File: src/rtl/bcd_countdown.sv
// bcd_countdown: packed-BCD game countdown (in: clk, reset sync active-low, init_time, game_state, sec_timer, strike, pause; out: value, running, warning, expired pulse)
module bcd_countdown #(
    parameter int DIGITS = 3,
    parameter logic [4*DIGITS-1:0] PENALTY = 'h010,
    parameter logic [4*DIGITS-1:0] WARN = 'h030,
    parameter logic [7:0] ACTIVE_ST = 8'h10,
    parameter logic [7:0] WIN_ST = 8'h20,
    parameter logic [7:0] LOSE_ST = 8'h30
) (
    input  logic                clk,
    input  logic                reset,
    input  logic [4*DIGITS-1:0] init_time,
    input  logic [7:0]          game_state,
    input  logic                sec_timer,
    input  logic                strike,
    input  logic                pause,
    output logic [4*DIGITS-1:0] value,
    output logic                running,
    output logic                warning,
    output logic                expired
);
    localparam int W = 4 * DIGITS;
    typedef enum logic [2:0] {IDLE, RUN, PAUSED, HOLD, EXPIRED} state_t;
    state_t state, state_n;
    logic [W-1:0] value_n, init_s, run_sub, pau_sub;
    logic expired_n, game_end, game_other;

    function automatic logic [W-1:0] sanitise(input logic [W-1:0] b);
        logic [W-1:0] r;
        for (int i = 0; i < DIGITS; i++) r[4*i+:4] = (b[4*i+:4] > 4'd9) ? 4'd9 : b[4*i+:4];
        return r;
    endfunction

    function automatic logic [W-1:0] bcd_sub(input logic [W-1:0] a, input logic [W-1:0] b);
        logic [W-1:0] r;
        logic [4:0] d;
        logic borrow;
        borrow = 1'b0;
        r = '0;
        for (int i = 0; i < DIGITS; i++) begin
            d = {1'b0, a[4*i+:4]} - {1'b0, b[4*i+:4]} - {4'd0, borrow};
            borrow = d[4];
            r[4*i+:4] = borrow ? d[3:0] + 4'd10 : d[3:0];
        end
        return (a < b) ? '0 : r;
    endfunction

    assign init_s = sanitise(init_time);
    assign game_end = game_state == WIN_ST || game_state == LOSE_ST;
    assign game_other = !game_end && game_state != ACTIVE_ST;
    assign run_sub = bcd_sub(bcd_sub(value, {{(W-1){1'b0}}, sec_timer}), strike ? PENALTY : '0);
    assign pau_sub = bcd_sub(value, strike ? PENALTY : '0);
    assign running = state == RUN;

    always_comb begin
        state_n = state;
        value_n = value;
        expired_n = 1'b0;
        case (state)
            IDLE: begin
                value_n = init_s;
                state_n = game_state == ACTIVE_ST ? RUN : IDLE;
            end
            RUN, PAUSED: begin
                if (game_end) state_n = HOLD;
                else if (game_other) state_n = IDLE;
                else if (value == '0) state_n = EXPIRED;
                else begin
                    value_n = state == RUN ? run_sub : pau_sub;
                    expired_n = value_n == '0;
                    state_n = expired_n ? EXPIRED : pause ? PAUSED : RUN;
                end
            end
            default: state_n = (game_end || game_state == ACTIVE_ST) ? state : IDLE;
        endcase
    end

    always_ff @(posedge clk) begin
        if (!reset) begin
            state <= IDLE;
            value <= init_s;
            warning <= 1'b0;
            expired <= 1'b0;
        end else begin
            state <= state_n;
            value <= value_n;
            expired <= expired_n;
            warning <= (state_n == RUN || state_n == PAUSED) && value_n != '0 && value_n < WARN;
        end
    end
endmodule

File: config.mk
export PLATFORM = sky130hd
export DESIGN_NAME = bcd_countdown
export DESIGN_NICKNAME = d
export VERILOG_FILES = /design/src/rtl/bcd_countdown.sv
export SDC_FILE = /design/constraint.sdc
export NUM_CORES = 1
export LEC_CHECK = 0
export ABC_AREA = 1
export CAP_MARGIN = 20
export CORE_AREA = 5 5 70 72
export DETAILED_ROUTE_END_ITERATION = 6
export DIE_AREA = 0 0 75 77
export GPL_ROUTABILITY_DRIVEN = 0
export PLACE_DENSITY_LB_ADDON = 0.12
export SLEW_MARGIN = 20
export SYNTH_ARGS = -nofsm -noshare
export SYNTH_HDL_FRONTEND = slang
export SYNTH_SLANG_ARGS = --single-unit
File: constraint.sdc
create_clock -name clk -period 8.7 [get_ports clk]
set_input_delay 2.175 -clock clk [delete_from_list [all_inputs] [get_ports clk]]
set_output_delay 2.175 -clock clk [all_outputs]
set_load 0.03 [all_outputs]
==> flow_summary_export.csv <==
group,metric,value,unit
placed_design,dp_cells,496,
worst_setup_path,cpPeakStageDelay,0.40,ns
power,p_leak,1.47,nW
layout,diodes,0,
routing,drc,0,
yosys,syn_inst,410,
timing,rsz0062_at_grt,"false",
routing,wl_per_cell,12.7,um
clock_network,clk-insertion-delay-late,0.26,ns
layout,nNetsFinal,497,
grt,use_met3,0.0327,
yosys,synth_warnings,0,
timing,setup_violations,0,
worst_setup_path,cp_slowest_cell,"clkdlybuf4s50_1",
timing,period_share,0.766,
worst_setup_path,start_kind,"primary input",
timing,fin_skew,0.00310,ns
clock_network,post_cts_resized,0,
outcome,outcome,"finished clean",
routing,wirelength,6.34,mm
timing,max_freq,150,MHz
timing,final_max_slew_viol_count,0,
grt,overflow,0,
clock_network,cts.sinks,17,
clock_network,clkTransAtPathRegs,0.07,ns
worst_setup_path,cpMostUsedCell,"ha_1",
layout,final_cell_mix,"nand2_1 (100), inv_1 (62), nor2_1 (48)",
clock_network,postCtsSetupBuffers,0,
grt,grt_max_degree,15,
yosys,synth_area,0.00237,mm2
yosys,synth.distinct_cells,38,
yosys,yosys_register_bits,17,
worst_setup_path,critPathArrivalTime,6.83,ns
clock_network,cts_buffer_depth,2,
layout,fin_util,0.673,
floorplan,die_height,77,um
routing,first_pass_iters,5,
routing,ant_nets,0,
yosys,syn-num-nets,458,
power,ir_drop,59.9,uV
power,fin_total_pwr,0.265,mW
worst_setup_path,cp-end-kind,"flop",
floorplan,coreArea,0.00423,mm2
grt,antenna_found_initial,0,
clock_network,ctsHoldBuffers,0,
worst_setup_path,crit_path_max_fanout,7,
worst_setup_path,crit_type,"in -> reg",
grt,track_usage,0.229,
grt,grt-busiest-layer,"met2",
floorplan,rows,24,
layout,drive_gt1_frac,0.0692,
layout,final_common_cell,"nand2_1",
clock_network,cts_root_buf,"clkbuf_8",
timing,slew_headroom,0.394,
grt,grt_use_met1,0.289,
floorplan,pin_count,40,
floorplan,die_w,75,um
power,pwr_density_cell,93.1,mW/mm2
grt,first_global_vias,2491,
min_path,hold_path_class,"reg -> reg",
yosys,avgSynthCellArea,5.79,um2
timing,fin_crit,6.67,ns
grt,use_met2,0.393,
routing,via_count,2729,
placed_design,io_buffers,39,
grt,grt_pass1_wl,10.8,mm
timing,setup_ws,2.03,ns
placed_design,dp_slack,1.77,ns
timing,hold_viol_final,0,
yosys,seq_area_frac_synth,0.143,
placed_design,dpl.hpwl,5.19,mm
clock_network,htree_levels,1,
layout,syn2layout_area_growth,20.0,%
run,drv_cap,0,
routing,via_per_inst,5.46,
clock_network,cts_tree,"done",
timing,tns,0,ns
layout,finalNonFillerCells,500,
worst_setup_path,cp.required,8.86,ns
floorplan,dieArea,0.00578,mm2
routing,drt-initial-drc-count,121,
timing,worst_pin_slew,0.904,ns
floorplan,start_util,0.561,
clock_network,cts_buffers,3,
routing by layer:
| layer | part of all wire | up-vias | routed length [um] |
|---|---|---|---|
| li1 | - | 1421 | - |
| met1 | 0.44 | 1208 | 2760 |
| met2 | 0.49 | 90 | 3130 |
| met3 | 0.055 | 10 | 349 |
| met4 | 0.015 | 0 | 94 |
| met5 | 0 | - | 0 |
critical path: cells and delay by family:
family,cells,cell delay [ns]
compound gates,2,0.36
xor+xnor,1,0.19
buf+inv,6,0.77
fa+ha+maj,8,1.69
simple gates,17,1.65
final cells by class:
class                           instances  area (um2)
Multi-Input combinational cell        319        1750
Fill cell                             404        1380
Timing Repair Buffer                   39         390
Sequential cell                        17         340
Inverter                               69         259
Tap cell                               52        65.1
Clock buffer                            3        41.3
Clock inverter                          1        5.00
final timing paths:
path / start / to / slack, ns / cells after the start
min: state[2] / state[2] / 0.58 / 2
max: sec_timer / warning / 2.03 / 34
max reg2reg: value[0] / warning / 3.81 / 34
min reg2reg: state[2] / state[2] / 0.58 / 2
flip-flops by register name (all words and copies together) (netlist names):
name     cells
value       12
state        3
expired      1
warning      1
Yosys cell counts (all sizes together):
master,instances,share of area
o221ai,1,0.0037
o22ai,6,0.016
xor2,6,0.022
a32oi,1,0.0037
a21boi,1,0.0032
ha,23,0.12
nand3b,4,0.013
a22o,1,0.0037
or2,3,0.0079
and2,1,0.0026
a22oi,2,0.0063
xnor2,1,0.0037
dfxtp,17,0.14
clkinv,2,0.0032
o211ai,1,0.0032
o32ai,3,0.011
nand2,106,0.18
inv,67,0.11
buf,1,0.0047
nor2,56,0.11
a21oi,26,0.055
o21ai,33,0.071
nor4,3,0.011
a31oi,2,0.0053
clkbuf,4,0.0063
o31ai,1,0.0032
nand3,33,0.074
nor3,3,0.0084
nand4,2,0.0053
power breakdown:
| group | total [mW] | leakage (nW) | internal [mW] | switching, mW |
|---|---|---|---|---|
| Clock | 0.0615 | 0.0255 | 0.0318 | 0.0297 |
| Combinational | 0.114 | 1.30 | 0.0488 | 0.0654 |
| Sequential | 0.0895 | 0.141 | 0.0823 | 0.00723 |
| Total | 0.265 | 1.47 | 0.163 | 0.102 |
cells by family after synthesis:
group	count (synthesis)	synth area share
compound gates	78	0.185
xor+xnor	7	0.0258
fa+ha+maj	23	0.121
buf+inv	74	0.120
flops	17	0.143
simple gates	211	0.405
stage by stage:
| stage | instance area [um2] | hold slack (ns) |
|---|---|---|
| 2_1_floorplan | 2370 | 0.528 |
| 3_3_place_gp | 2800 | 0.565 |
| 3_5_place_dp | 2800 | 0.561 |
| 4_1_cts | 2850 | 0.578 |
| 5_1_grt | 2850 | 0.627 |
| 6_report | 2850 | 0.578 |
(Power assumes the default switching activity.)
